--- src/rtl/ctrl_pkg.sv ---
// Shared encodings for the multicycle controller: state codes, ISA fields,
// ALU functions, mux-select values and exception vector addresses.
package ctrl_pkg;

  typedef enum logic [4:0] {
    S_RST      = 5'd0,
    S_FETCH    = 5'd1,
    S_DECODE   = 5'd2,
    S_EXEC_R   = 5'd3,
    S_EXEC_I   = 5'd4,
    S_WB       = 5'd5,
    S_ADDR     = 5'd6,
    S_LW_MEM   = 5'd7,
    S_LW_WB    = 5'd8,
    S_SW_MEM   = 5'd9,
    S_BRANCH   = 5'd10,
    S_JUMP     = 5'd11,
    S_MD_START = 5'd12,
    S_MD_WAIT  = 5'd13,
    S_MD_WB    = 5'd14,
    S_EXC_OVF  = 5'd15,
    S_EXC_OPC  = 5'd16,
    S_EXC_DIV  = 5'd17,
    S_EXC_LD   = 5'd18
  } state_e;

  typedef enum logic [1:0] {
    ECODE_OPC = 2'd0,
    ECODE_OVF = 2'd1,
    ECODE_DIV = 2'd2
  } exc_e;

  localparam logic [5:0] OP_RTYPE = 6'h00;
  localparam logic [5:0] OP_J     = 6'h02;
  localparam logic [5:0] OP_BEQ   = 6'h04;
  localparam logic [5:0] OP_BNE   = 6'h05;
  localparam logic [5:0] OP_ADDI  = 6'h08;
  localparam logic [5:0] OP_LW    = 6'h23;
  localparam logic [5:0] OP_SW    = 6'h2B;

  localparam logic [5:0] FN_MULT  = 6'h18;
  localparam logic [5:0] FN_DIV   = 6'h1A;
  localparam logic [5:0] FN_ADD   = 6'h20;
  localparam logic [5:0] FN_SUB   = 6'h22;
  localparam logic [5:0] FN_AND   = 6'h24;

  localparam logic [2:0] ALU_ADD  = 3'b001;
  localparam logic [2:0] ALU_SUB  = 3'b010;
  localparam logic [2:0] ALU_AND  = 3'b011;

  // Select values are plain ints; users cast them to their SEL_W.
  localparam int PC_SRC_ALU       = 1;
  localparam int PC_SRC_ALUOUT    = 2;
  localparam int PC_SRC_JADDR     = 3;
  localparam int PC_SRC_MEMBYTE   = 4;

  localparam int MEM_ADDR_PC      = 1;
  localparam int MEM_ADDR_ALUOUT  = 2;
  localparam int MEM_ADDR_VEC_OPC = 3;
  localparam int MEM_ADDR_VEC_OVF = 4;
  localparam int MEM_ADDR_VEC_DIV = 5;

  localparam int REG_DST_RD       = 1;
  localparam int REG_DST_RT       = 2;
  localparam int REG_DST_R29      = 3;

  localparam int WB_ALUOUT        = 1;
  localparam int WB_MDR           = 2;
  localparam int WB_STACK         = 3;

  localparam int ALU_A_PC         = 1;
  localparam int ALU_A_A          = 2;

  localparam int ALU_B_B          = 1;
  localparam int ALU_B_FOUR       = 2;
  localparam int ALU_B_SEXT       = 3;
  localparam int ALU_B_SEXT_SH2   = 4;

  localparam logic [7:0] VEC_OPC  = 8'd253;
  localparam logic [7:0] VEC_OVF  = 8'd254;
  localparam logic [7:0] VEC_DIV  = 8'd255;

endpackage

--- src/rtl/ctrl_unit_mc_if.sv ---
// Controller <-> datapath bundle: status/IR fields in, enables and selects out.
interface ctrl_unit_mc_if #(
  parameter int SEL_W = 3
);
  logic             overflow, zero, md_done, div_zero;
  logic [5:0]       opcode, funct;
  logic             pc_w, mem_w, ir_w, a_w, b_w, alu_out_w, reg_w, epc_w, hilo_w;
  logic             md_start, md_op;
  logic [2:0]       alu_op;
  logic [SEL_W-1:0] pc_src_s, mem_addr_s, reg_dst_s, wb_data_s, alu_a_s, alu_b_s;

  modport master (
    input  overflow, zero, md_done, div_zero, opcode, funct,
    output pc_w, mem_w, ir_w, a_w, b_w, alu_out_w, reg_w, epc_w, hilo_w,
           md_start, md_op, alu_op,
           pc_src_s, mem_addr_s, reg_dst_s, wb_data_s, alu_a_s, alu_b_s
  );

  modport slave (
    output overflow, zero, md_done, div_zero, opcode, funct,
    input  pc_w, mem_w, ir_w, a_w, b_w, alu_out_w, reg_w, epc_w, hilo_w,
           md_start, md_op, alu_op,
           pc_src_s, mem_addr_s, reg_dst_s, wb_data_s, alu_a_s, alu_b_s
  );
endinterface

--- src/rtl/ctrl_wait_cnt.sv ---
// Memory wait-state counter: counts up to MAX while enabled, cleared on load.
module ctrl_wait_cnt #(
  parameter int MAX = 1
) (
  input  logic clk,
  input  logic reset,
  input  logic clr,
  input  logic en,
  output logic last
);
  localparam int CW = (MAX > 0) ? $clog2(MAX + 1) : 1;

  logic [CW-1:0] cnt_q, cnt_d;

  assign last = (cnt_q == CW'(MAX));

  always_comb begin
    cnt_d = cnt_q;
    if (clr)              cnt_d = '0;
    else if (en && !last) cnt_d = cnt_q + CW'(1);
  end

  always_ff @(posedge clk) begin
    if (!reset) cnt_q <= '0;
    else        cnt_q <= cnt_d;
  end
endmodule

--- src/rtl/ctrl_unit_mc.sv ---
// Multicycle MIPS-subset control FSM with memory wait states, mult/div
// handshake and precise exceptions vectored through memory.
module ctrl_unit_mc
  import ctrl_pkg::*;
#(
  parameter int MEM_WAIT   = 1,
  parameter int SEL_W      = 3,
  parameter int STACK_INIT = 227
) (
  input  logic           clk,
  input  logic           reset,
  ctrl_unit_mc_if.master bus,
  output logic           res_out,
  output logic [4:0]     state_dbg
);
  if (MEM_WAIT < 0 || MEM_WAIT > 7 || SEL_W < 3 || STACK_INIT < 0) begin : g_param_check
    $error("ctrl_unit_mc: parameter out of range");
  end

  state_e state_q, state_d;
  exc_e   exc_q, exc_d;
  logic   last, cnt_en, cnt_clr;

  assign cnt_en    = (state_q == S_FETCH) || (state_q == S_LW_MEM) || (state_q == S_EXC_LD);
  assign cnt_clr   = (state_d != state_q);
  assign state_dbg = state_q;

  ctrl_wait_cnt #(.MAX(MEM_WAIT)) u_wait_cnt (
    .clk   (clk),
    .reset (reset),
    .clr   (cnt_clr),
    .en    (cnt_en),
    .last  (last)
  );

  always_ff @(posedge clk) begin
    if (!reset) begin
      state_q <= S_RST;
      exc_q   <= ECODE_OPC;
    end else begin
      state_q <= state_d;
      exc_q   <= exc_d;
    end
  end

  always_comb begin
    state_d = state_q;
    exc_d   = exc_q;
    case (state_q)
      S_RST:      state_d = S_FETCH;
      S_FETCH:    if (last) state_d = S_DECODE;
      S_DECODE: begin
        if (bus.opcode == OP_RTYPE &&
            (bus.funct == FN_ADD || bus.funct == FN_SUB || bus.funct == FN_AND))
          state_d = S_EXEC_R;
        else if (bus.opcode == OP_RTYPE && (bus.funct == FN_MULT || bus.funct == FN_DIV))
          state_d = S_MD_START;
        else if (bus.opcode == OP_ADDI)                         state_d = S_EXEC_I;
        else if (bus.opcode == OP_LW || bus.opcode == OP_SW)    state_d = S_ADDR;
        else if (bus.opcode == OP_BEQ || bus.opcode == OP_BNE)  state_d = S_BRANCH;
        else if (bus.opcode == OP_J)                            state_d = S_JUMP;
        else                                                    state_d = S_EXC_OPC;
      end
      // and never traps on overflow; add/sub/addi do
      S_EXEC_R:   state_d = (bus.overflow && bus.funct != FN_AND) ? S_EXC_OVF : S_WB;
      S_EXEC_I:   state_d = bus.overflow ? S_EXC_OVF : S_WB;
      S_ADDR:     state_d = (bus.opcode == OP_LW) ? S_LW_MEM : S_SW_MEM;
      S_LW_MEM:   if (last) state_d = S_LW_WB;
      S_MD_START: state_d = S_MD_WAIT;
      S_MD_WAIT: begin
        if (bus.md_done) state_d = (bus.funct[1] && bus.div_zero) ? S_EXC_DIV : S_MD_WB;
      end
      S_EXC_OVF:  begin state_d = S_EXC_LD; exc_d = ECODE_OVF; end
      S_EXC_OPC:  begin state_d = S_EXC_LD; exc_d = ECODE_OPC; end
      S_EXC_DIV:  begin state_d = S_EXC_LD; exc_d = ECODE_DIV; end
      S_EXC_LD:   if (last) state_d = S_FETCH;
      S_WB, S_LW_WB, S_SW_MEM, S_BRANCH, S_JUMP, S_MD_WB: state_d = S_FETCH;
      default:    state_d = S_RST;
    endcase
  end

  always_comb begin
    bus.pc_w = 1'b0;      bus.mem_w = 1'b0;  bus.ir_w = 1'b0;    bus.a_w = 1'b0;
    bus.b_w = 1'b0;       bus.alu_out_w = 1'b0; bus.reg_w = 1'b0; bus.epc_w = 1'b0;
    bus.hilo_w = 1'b0;    bus.md_start = 1'b0; bus.md_op = 1'b0;  bus.alu_op = '0;
    bus.pc_src_s = '0;    bus.mem_addr_s = '0; bus.reg_dst_s = '0; bus.wb_data_s = '0;
    bus.alu_a_s = '0;     bus.alu_b_s = '0;  res_out = 1'b0;
    case (state_q)
      S_RST: begin
        res_out = 1'b1; bus.reg_w = 1'b1;
        bus.reg_dst_s = SEL_W'(REG_DST_R29); bus.wb_data_s = SEL_W'(WB_STACK);
      end
      S_FETCH: begin
        bus.mem_addr_s = SEL_W'(MEM_ADDR_PC);
        bus.alu_a_s = SEL_W'(ALU_A_PC); bus.alu_b_s = SEL_W'(ALU_B_FOUR); bus.alu_op = ALU_ADD;
        if (last) begin
          bus.ir_w = 1'b1; bus.pc_w = 1'b1; bus.pc_src_s = SEL_W'(PC_SRC_ALU);
        end
      end
      S_DECODE: begin
        bus.a_w = 1'b1; bus.b_w = 1'b1; bus.alu_out_w = 1'b1;
        bus.alu_a_s = SEL_W'(ALU_A_PC); bus.alu_b_s = SEL_W'(ALU_B_SEXT_SH2); bus.alu_op = ALU_ADD;
      end
      S_EXEC_R: begin
        bus.alu_out_w = 1'b1;
        bus.alu_a_s = SEL_W'(ALU_A_A); bus.alu_b_s = SEL_W'(ALU_B_B);
        bus.alu_op = (bus.funct == FN_ADD) ? ALU_ADD : (bus.funct == FN_SUB) ? ALU_SUB : ALU_AND;
      end
      S_EXEC_I, S_ADDR: begin
        bus.alu_out_w = 1'b1;
        bus.alu_a_s = SEL_W'(ALU_A_A); bus.alu_b_s = SEL_W'(ALU_B_SEXT); bus.alu_op = ALU_ADD;
      end
      S_WB: begin
        bus.reg_w = 1'b1; bus.wb_data_s = SEL_W'(WB_ALUOUT);
        bus.reg_dst_s = (bus.opcode == OP_RTYPE) ? SEL_W'(REG_DST_RD) : SEL_W'(REG_DST_RT);
      end
      S_LW_MEM: bus.mem_addr_s = SEL_W'(MEM_ADDR_ALUOUT);
      S_LW_WB: begin
        bus.reg_w = 1'b1; bus.reg_dst_s = SEL_W'(REG_DST_RT); bus.wb_data_s = SEL_W'(WB_MDR);
      end
      S_SW_MEM: begin
        bus.mem_w = 1'b1; bus.mem_addr_s = SEL_W'(MEM_ADDR_ALUOUT);
      end
      S_BRANCH: begin
        bus.alu_a_s = SEL_W'(ALU_A_A); bus.alu_b_s = SEL_W'(ALU_B_B); bus.alu_op = ALU_SUB;
        bus.pc_w = bus.zero ^ (bus.opcode == OP_BNE);
        bus.pc_src_s = SEL_W'(PC_SRC_ALUOUT);
      end
      S_JUMP: begin
        bus.pc_w = 1'b1; bus.pc_src_s = SEL_W'(PC_SRC_JADDR);
      end
      S_MD_START: begin
        bus.md_start = 1'b1; bus.md_op = bus.funct[1];
      end
      S_MD_WB: bus.hilo_w = 1'b1;
      S_EXC_OVF, S_EXC_OPC, S_EXC_DIV: begin
        bus.epc_w = 1'b1;
        bus.alu_a_s = SEL_W'(ALU_A_PC); bus.alu_b_s = SEL_W'(ALU_B_FOUR); bus.alu_op = ALU_SUB;
      end
      S_EXC_LD: begin
        case (exc_q)
          ECODE_OVF: bus.mem_addr_s = SEL_W'(MEM_ADDR_VEC_OVF);
          ECODE_DIV: bus.mem_addr_s = SEL_W'(MEM_ADDR_VEC_DIV);
          default:   bus.mem_addr_s = SEL_W'(MEM_ADDR_VEC_OPC);
        endcase
        if (last) begin
          bus.pc_w = 1'b1; bus.pc_src_s = SEL_W'(PC_SRC_MEMBYTE);
        end
      end
      default: ;
    endcase
  end
endmodule

--- src/flat_wrapper.sv ---
// flat-port wrapper written by rule: the top's interface ports become plain ports
module ctrl_unit_mc_flat import ctrl_pkg::*;
#(
  parameter int MEM_WAIT   = 1,
  parameter int SEL_W      = 3,
  parameter int STACK_INIT = 227
)
  (clk, reset, res_out, state_dbg, bus_overflow, bus_zero, bus_md_done, bus_div_zero, bus_opcode, bus_funct, bus_pc_w, bus_mem_w, bus_ir_w, bus_a_w, bus_b_w, bus_alu_out_w, bus_reg_w, bus_epc_w, bus_hilo_w, bus_md_start, bus_md_op, bus_alu_op, bus_pc_src_s, bus_mem_addr_s, bus_reg_dst_s, bus_wb_data_s, bus_alu_a_s, bus_alu_b_s);
  ctrl_unit_mc_if #(.SEL_W(SEL_W)) bus_i ();
  input  logic clk;
  input  logic reset;
  output logic res_out;
  output logic [4:0] state_dbg;
  input wire logic [$bits(bus_i.overflow)-1:0] bus_overflow;
  input wire logic [$bits(bus_i.zero)-1:0] bus_zero;
  input wire logic [$bits(bus_i.md_done)-1:0] bus_md_done;
  input wire logic [$bits(bus_i.div_zero)-1:0] bus_div_zero;
  input wire logic [$bits(bus_i.opcode)-1:0] bus_opcode;
  input wire logic [$bits(bus_i.funct)-1:0] bus_funct;
  output wire logic [$bits(bus_i.pc_w)-1:0] bus_pc_w;
  output wire logic [$bits(bus_i.mem_w)-1:0] bus_mem_w;
  output wire logic [$bits(bus_i.ir_w)-1:0] bus_ir_w;
  output wire logic [$bits(bus_i.a_w)-1:0] bus_a_w;
  output wire logic [$bits(bus_i.b_w)-1:0] bus_b_w;
  output wire logic [$bits(bus_i.alu_out_w)-1:0] bus_alu_out_w;
  output wire logic [$bits(bus_i.reg_w)-1:0] bus_reg_w;
  output wire logic [$bits(bus_i.epc_w)-1:0] bus_epc_w;
  output wire logic [$bits(bus_i.hilo_w)-1:0] bus_hilo_w;
  output wire logic [$bits(bus_i.md_start)-1:0] bus_md_start;
  output wire logic [$bits(bus_i.md_op)-1:0] bus_md_op;
  output wire logic [$bits(bus_i.alu_op)-1:0] bus_alu_op;
  output wire logic [$bits(bus_i.pc_src_s)-1:0] bus_pc_src_s;
  output wire logic [$bits(bus_i.mem_addr_s)-1:0] bus_mem_addr_s;
  output wire logic [$bits(bus_i.reg_dst_s)-1:0] bus_reg_dst_s;
  output wire logic [$bits(bus_i.wb_data_s)-1:0] bus_wb_data_s;
  output wire logic [$bits(bus_i.alu_a_s)-1:0] bus_alu_a_s;
  output wire logic [$bits(bus_i.alu_b_s)-1:0] bus_alu_b_s;
  assign bus_i.overflow = bus_overflow;
  assign bus_i.zero = bus_zero;
  assign bus_i.md_done = bus_md_done;
  assign bus_i.div_zero = bus_div_zero;
  assign bus_i.opcode = bus_opcode;
  assign bus_i.funct = bus_funct;
  assign bus_pc_w = bus_i.pc_w;
  assign bus_mem_w = bus_i.mem_w;
  assign bus_ir_w = bus_i.ir_w;
  assign bus_a_w = bus_i.a_w;
  assign bus_b_w = bus_i.b_w;
  assign bus_alu_out_w = bus_i.alu_out_w;
  assign bus_reg_w = bus_i.reg_w;
  assign bus_epc_w = bus_i.epc_w;
  assign bus_hilo_w = bus_i.hilo_w;
  assign bus_md_start = bus_i.md_start;
  assign bus_md_op = bus_i.md_op;
  assign bus_alu_op = bus_i.alu_op;
  assign bus_pc_src_s = bus_i.pc_src_s;
  assign bus_mem_addr_s = bus_i.mem_addr_s;
  assign bus_reg_dst_s = bus_i.reg_dst_s;
  assign bus_wb_data_s = bus_i.wb_data_s;
  assign bus_alu_a_s = bus_i.alu_a_s;
  assign bus_alu_b_s = bus_i.alu_b_s;
  ctrl_unit_mc #(.MEM_WAIT(MEM_WAIT), .SEL_W(SEL_W), .STACK_INIT(STACK_INIT)) u_core (.clk(clk), .reset(reset), .bus(bus_i), .res_out(res_out), .state_dbg(state_dbg));
endmodule
--- config.mk ---
export PLATFORM = sky130hd
export DESIGN_NAME = ctrl_unit_mc_flat
export DESIGN_NICKNAME = d
export VERILOG_FILES = /design/src/rtl/ctrl_pkg.sv /design/src/rtl/ctrl_unit_mc_if.sv /design/src/rtl/ctrl_wait_cnt.sv /design/src/rtl/ctrl_unit_mc.sv /design/src/flat_wrapper.sv
export SDC_FILE = /design/constraint.sdc
export NUM_CORES = 1
export LEC_CHECK = 0
export ABC_AREA = 1
export CORE_ASPECT_RATIO = 1.4
export CORE_MARGIN = 2
export CORE_UTILIZATION = 42
export DETAILED_ROUTE_END_ITERATION = 16
export PLACE_DENSITY = 0.8
export SETUP_SLACK_MARGIN = 0.02
export SLEW_MARGIN = 5
export SYNTH_ARGS = -nofsm -noshare
export SYNTH_HDL_FRONTEND = slang
export SYNTH_HIERARCHICAL = 1
export SYNTH_SLANG_ARGS = --single-unit
export TNS_END_PERCENT = 10
--- constraint.sdc ---
create_clock -name clk -period 2.7 [get_ports clk]
set_clock_uncertainty 0.2 [all_clocks]
set_input_delay 0.81 -clock clk [delete_from_list [all_inputs] [get_ports clk]]
set_output_delay 0.81 -clock clk [all_outputs]
set_load 0.05 [all_outputs]
### Word level (Yosys, flattened, before mapping)

Index checks and enable logic that the tools add are counted.

| operators by class | value |
|---|---|
| equality and inequality tests | 33 |
| bitwise logic cells | 2 |
| divide/modulo/power cells | 0 |
| order comparisons | 0 |
| reductions and logical operators | 30 |
| multiplexer cells | 41 |
| multipliers | 0 |
| add/sub/neg operators | 1 |
| shift-type cells | 0 |

Operators with widths:

| operator | number |
|---|---|
| $mux 5 | 11 |
| $pmux 5 s11 | 1 |
| $eq 5x4->1 const B | 8 |
| $eq 6x6->1 const B | 5 |
| $pmux 3 s3 | 3 |
| $pmux 3 s4 | 2 |
| $eq 5x3->1 const B | 4 |
| $reduce_or 4->1 | 5 |
| $eq 5x5->1 const B | 3 |
| $mux 1 | 13 |
| $eq 6x3->1 const B | 2 |
| $eq 6x5->1 const B | 2 |
| $mux 4 | 3 |
| $pmux 2 s3 | 2 |
| $eq 5x2->1 const B | 2 |
| $reduce_or 2->1 | 5 |
| $logic_or 1x1->1 | 7 |
| $reduce_or 7->1 | 1 |
| $eq 6x2->1 const B | 1 |
| $eq 6x4->1 const B | 1 |
| $logic_not 6->1 | 1 |
| $mux 3 | 2 |
| $ne 6x6->1 const B | 1 |
| $pmux 3 s2 | 1 |
| 16 further kinds | 21 |

| storage, ports and cells | value |
|---|---|
| word-level logic and storage cells | 110 |
| output and inout port bits | 38 |
| bits in latches | 0 |
| input bits | 18 |
| memories kept | 0 |
| bits in writable memories | 0 |
| register bits after elaboration | 8 |
| bits in read-only memories | 0 |

### Longest topological paths before layout

| logic depth | value |
|---|---|
| depth after elaboration | 10 |
| depth in mapped cells | 16 |
| gate-level depth less buffers | 16 |

### Cells and area by module

Netlist, hierarchy kept.

Modules (own cells, without submodules):

| module | area an instance (µm²) | instances | sequential area each (µm²) | cells an instance |
|---|---|---|---|---|
| ctrl_unit_mc | 1,234.9 | 1 | 140.1 | 225 |
| ctrl_wait_cnt | 35.0 | 1 | 20.0 | 5 |

### Least setup slack after synthesis

Ideal clock, no wire load.

| path | value |
|---|---|
| kind | register to output |
| start point | register u_core.state_q[3], in the netlist u_core/state_dbg[3] |
| end point | output bus_mem_addr_s[1] |
| buffers on the path | 0 |
| cell stages (with the launch flop) | 6 |
| data required time | 1.690 ns |
| arrival time | 2.300 ns |
| path slack | -0.610 ns |
| path through | dfxtp_1 -> inv_1 -> nor2_1 -> inv_1 -> nor2_1 -> a211o_1 |

| between the ends | value |
|---|---|
| word-level cells in the longest chain between the ends | 3 |
| elaborated cells between the ends (all ways) | 6 |
| those cells by class | eq/ne: 4; mux: 1; reduce/logical: 1 |

RTL lines:

| what | line | RTL |
|---|---|---|
| start: declaration | ctrl_unit_mc.sv:20 | `state_e state_q, state_d;` |
| start signal: assignment | ctrl_unit_mc.sv:41 | `state_q <= state_d;` |
| $eq 5x4->1 / $eq 5x3->1 (equally long branches) | ctrl_unit_mc.sv:88 | `case (state_q)` |
| $reduce_or 2->1 (no line) | -- |  |
| $pmux 3 s3 * | ctrl_unit_mc.sv:88 |  |
| end: declaration | flat_wrapper.sv:33 | `output wire logic [$bits(bus_i.mem_addr_s)-1:0] bus_mem_addr_s;` |

Mark *: on every way between the ends. The rest lies on a longest branch, timed or not.

### Worst setup path after layout

| path | value |
|---|---|
| start point | input bus_funct[5] |
| end point | output bus_alu_op[0] |

| between the ends | value |
|---|---|
| word-level cells in the longest chain between the ends | 4 |
| elaborated cells between the ends (all ways) | 5 |
| those cells by class | eq/ne: 2; mux: 3 |

RTL lines:

| what | line | RTL |
|---|---|---|
| start: declaration | flat_wrapper.sv:19 | `input wire logic [$bits(bus_i.funct)-1:0] bus_funct;` |
| $eq 6x6->1 | ctrl_unit_mc.sv:107 | `bus.alu_op = (bus.funct == FN_ADD) ? ALU_ADD : (bus.funct == FN_SUB) ? ALU_SUB : ALU_AND;` |
| $mux 1 | ctrl_unit_mc.sv:107 |  |
| $mux 3 * | ctrl_unit_mc.sv:107 |  |
| $pmux 3 s3 * | ctrl_unit_mc.sv:88 |  |
| end: declaration | flat_wrapper.sv:31 | `output wire logic [$bits(bus_i.alu_op)-1:0] bus_alu_op;` |

Marks and branches as above.

==> reports/summary.json <==
{
  "failed_checks": "negative setup slack",
  "netlist-cell-type-count": 29,
  "placementRows": 23,
  "first_pass_grt_wire_length_mm": 8.14,
  "post-dp-hpwl_mm": 3.68,
  "finalNonFillerCells": 343,
  "timing.hold.worst_path_depth": 2,
  "clkTransAtPathRegs_ps": 40,
  "r2r_cells": 14,
  "worst_pin_slew_ps": 506,
  "detailroute.via_count": 1897,
  "initial_core_util_pct": 44.1,
  "post_synth.cell_area_avg_um2": 5.52,
  "core_mm2": 0.00288,
  "combPwrFrac_pct": 79.7,
  "drc": 0,
  "yosys-top-cells-count": "sky130_fd_sc_hd__nand2_1, sky130_fd_sc_hd__nor2_1, sky130_fd_sc_hd__inv_1",
  "final-max-slew-violation-count": 0,
  "fmax_mhz": 354,
  "worstSetupStartpointType": "input pin",
  "cp.required_ps": 1690,
  "clk_root_buffer_cell": "sky130_fd_sc_hd__clkbuf_8",
  "maxCapViolations": 0,
  "dpl.cell_count": 329,
  "antenna_violating_nets_remaining": 0,
  "power_switching_share_pct": 51.7,
  "grt_max_degree": 11,
  "layout_worst_path_cycle_share_pct": 105,
  "arrival_ps": 1810,
  "timing.critical_path.to_type": "output port",
  "power_switching_uw": 782,
  "chip_width_um": 50.5,
  "mux_cell_area_share_after_synthesis_pct": 0,
  "timing_hold_violations_final": 0,
  "pwr_density_cell_mw_per_mm2": 617,
  "ctsLongestPathBuffers": 2,
  "worstSetupPathType": "in -> out",
  "area_growth_syn_to_layout_pct": 93.0,
  "hold_end": "u_core/exc_q[0]",
  "compound_gate_portion_of_the_synthesized_area_pct": 8.87,
  "wl_mm": 5.63,
  "yosysWarnings": 6,
  "yosys.area_share.adder_pct": 0.985,
  "syn_inst": 230,
  "clock-sinks": 8,
  "synthesis.area_mm2": 0.00127,
  "number_of_enable_flip_flop_cells_after_synthesis": 0,
  "peakVddDrop_uv": 573,
  "synth.yosys.seq_area_share_pct": 12.6,
  "gr-total-overflow": 0,
  "insertedDiodeCount": 0,
  "number_of_drc_markers_after_the_initial_detailed_route_iteration": 114,
  "drt_first_pass_iters": 5,
  "parity_gate_share_of_the_synthesized_area_counting_xor_and_xnor_cells_pct": 0,
  "route.detailed.vias_per_inst": 5.53,
  "slew_headroom_pct": 66.2,
  "dominant_combinational_cell_family_by_area_after_synthesis": "simple AND/OR/NAND/NOR gates",
  "ys_seq_elements": 8,
  "yosys.area.top_type": "sky130_fd_sc_hd__nand2_1",
  "tritoncts": "done",
  "synth-simple-area-share_pct": 60.9,
  "worst_hold_path_startpoint": "u_core/exc_q[0]",
  "fraction_of_layout_cells_with_a_size_suffix_above_1_pct": 41.5,
  "worst_skew_pair.late_latency_ps": 220,
  "port_buffers": 51,
  "seq_power_share_pct": 11.2,
  "n_fill_cell": 159,
  "power.share.clock_pct": 9.1,
  "post_dp_area_mm2": 0.00219,
  "async_flop_share_pct": 0,
  "htree_levels": 1,
  "timing.reg2reg.setup_slack_ps": 620,
  "design.portCount": 56,
  "post-synth-top-count-cell": "sky130_fd_sc_hd__nand2_1",
  "tns_ps": -355,
  "finalWorstPathRequiredPeriod_ps": 2820,
  "cts_made_buffers": 3,
  "routedWlPerCell_um": 16.4,
  "worst_r2r_endpoint": "u_core/u_wait_cnt/last",
  "setup_viol": 5,
  "final.setup.worst_slack_ps": -124,
  "critical_path.max_fanout": 3,
  "regToRegStartpoint": "u_core/state_dbg[0]",
  "floorplan.die_area_mm2": 0.00349,
  "status": "complete, but fails checks",
  "total_leakage_power_nw": 1.23,
  "design.final.nets": 327,
  "number_of_antenna_violations_at_the_first_check_in_global_routing": 0,
  "place.gp.congestion": 0.921,
  "finalInstanceArea_mm2": 0.00245,
  "hp-class": "reg -> reg",
  "int_pwr_uw": 730,
  "grt_pass1_vias": 1910,
  "synthDominantCellAreaShare_pct": 18.3,
  "grt_setup_unrepaired": "yes",
  "die_height_um": 69.1,
  "predominant_post_synthesis_flop_cell": "sky130_fd_sc_hd__dfxtp_1",
  "ys_top_cells_by_area": "sky130_fd_sc_hd__nand2_1, sky130_fd_sc_hd__dfxtp_1, sky130_fd_sc_hd__nor2_1, sky130_fd_sc_hd__inv_1, sky130_fd_sc_hd__nand3_1",
  "grtUsageTotal_pct": 29.5
}
-- critical path: stages --
cell                              delay [ps]
sky130_fd_sc_hd__clkdlybuf4s15_1         170
sky130_fd_sc_hd__inv_1                    50
sky130_fd_sc_hd__nor2_2                  170
sky130_fd_sc_hd__nand3b_1                150
sky130_fd_sc_hd__o21ai_1                 180
sky130_fd_sc_hd__nand3_1                 110
sky130_fd_sc_hd__buf_6                   170
-- through the flow --
| stage | total power, mW | hold WS, ps | setup slack [ps] | util (%) |
|---|---|---|---|---|
| after global placement | 1.30 | 252 | -443 | 76.3 |
| after CTS | 1.48 | 281 | -77.7 | 81.9 |
| after floorplan | 0.794 | 239 | -92.9 | - |
| final | 1.51 | 279 | -124 | 85.2 |
| after detailed placement | 1.31 | 275 | -548 | 76.3 |
| after global routing | 1.58 | 305 | -194 | 85.2 |
-- state kept, by name, summed over array words and instances, names as in the netlist --
| name | flops |
|---|---|
| u_core/state_dbg | 5 |
| u_core/u_wait_cnt/last | 1 |
| u_core/exc_q | 2 |
-- logic make-up after synthesis --
family                   after synthesis
AND/OR/NAND/NOR                      154
buffers and inverters                 48
other                                  1
flip-flops                             8
AO/OA/AOI/OAI                         18
adder cells (fa/ha/maj)                1
-- cell usage in the layout, fill, tap and decap left out, types with 2 or more instances in the layout --
master / count
sky130_fd_sc_hd__nor2_8: 2
sky130_fd_sc_hd__inv_1: 31
sky130_fd_sc_hd__nand2_4: 2
sky130_fd_sc_hd__buf_6: 7
sky130_fd_sc_hd__a21oi_1: 5
sky130_fd_sc_hd__dfxtp_2: 2
sky130_fd_sc_hd__nor2_2: 12
sky130_fd_sc_hd__inv_2: 8
sky130_fd_sc_hd__nand3_1: 17
sky130_fd_sc_hd__nand4_1: 9
sky130_fd_sc_hd__inv_4: 2
sky130_fd_sc_hd__buf_4: 22
sky130_fd_sc_hd__clkdlybuf4s50_1: 8
sky130_fd_sc_hd__nand2_2: 7
sky130_fd_sc_hd__conb_1: 4
sky130_fd_sc_hd__clkbuf_8: 3
sky130_fd_sc_hd__o21ai_0: 2
sky130_fd_sc_hd__nand3_2: 6
sky130_fd_sc_hd__nor2_1: 27
sky130_fd_sc_hd__dlygate4sd2_1: 3
sky130_fd_sc_hd__o21ai_1: 2
sky130_fd_sc_hd__nand2_1: 55
sky130_fd_sc_hd__dfxtp_1: 3
sky130_fd_sc_hd__o21ai_2: 2
sky130_fd_sc_hd__nor3_1: 4
sky130_fd_sc_hd__buf_12: 28
sky130_fd_sc_hd__dfxtp_4: 3
sky130_fd_sc_hd__nand3_4: 2
sky130_fd_sc_hd__clkdlybuf4s15_1: 4
sky130_fd_sc_hd__nor2_4: 9
sky130_fd_sc_hd__buf_8: 2
-- layer usage --
metal	share of wire [%]	wire length (um)	GRT usage, %
met2	53	2960	52.6
met4	5.6	317	18.3
met3	7.6	429	3.90
met5	0	0	0
met1	34	1920	31.6
-- cell type report --
type | count | area, um2 | area share, %
Timing Repair Buffer | 76 | 991 | 40.4
Tap cell | 37 | 46.3 | 1.89
Clock buffer | 3 | 41.3 | 1.68
Inverter | 42 | 168 | 6.84
Multi-Input combinational cell | 177 | 1030 | 42.1
Sequential cell | 8 | 174 | 7.10
-- worst max path at each step --
stage          cells past startpoint           startpoint  slack (ps)                end
2_1_floorplan                      5  u_core/state_dbg[3]         -90  bus_mem_addr_s[1]
3_3_place_gp                       9        bus_opcode[2]        -440           bus_pc_w
3_5_place_dp                       9        bus_opcode[2]        -550           bus_pc_w
4_1_cts                            7        bus_opcode[0]         -80           bus_pc_w
5_1_grt                            7         bus_funct[5]        -190      bus_alu_op[0]
6_report                           7         bus_funct[5]        -120      bus_alu_op[0]
-- power groups by stage --
stage	clock, mW	sequential [mW]	combinational (mW)
3_3_place_gp	0	0.170	1.13
4_1_cts	0.140	0.169	1.17
2_1_floorplan	0	0.193	0.601
3_5_place_dp	0	0.171	1.14
6_report	0.137	0.170	1.21
5_1_grt	0.145	0.173	1.26
-- timing repair --
| action | CTS | global route |
|---|---|---|
| endpoints found under the hold margin | 0 | 0 |
| buffers inserted | 12 | 0 |
| setup endpoints to repair | 9 | 15 |
| pin swaps | 13 | 12 |
| cloned | 0 | 0 |
| gates resized for setup | 51 | 37 |
| hold buffers | 0 | 0 |
Power figures use the tool's default switching activity.
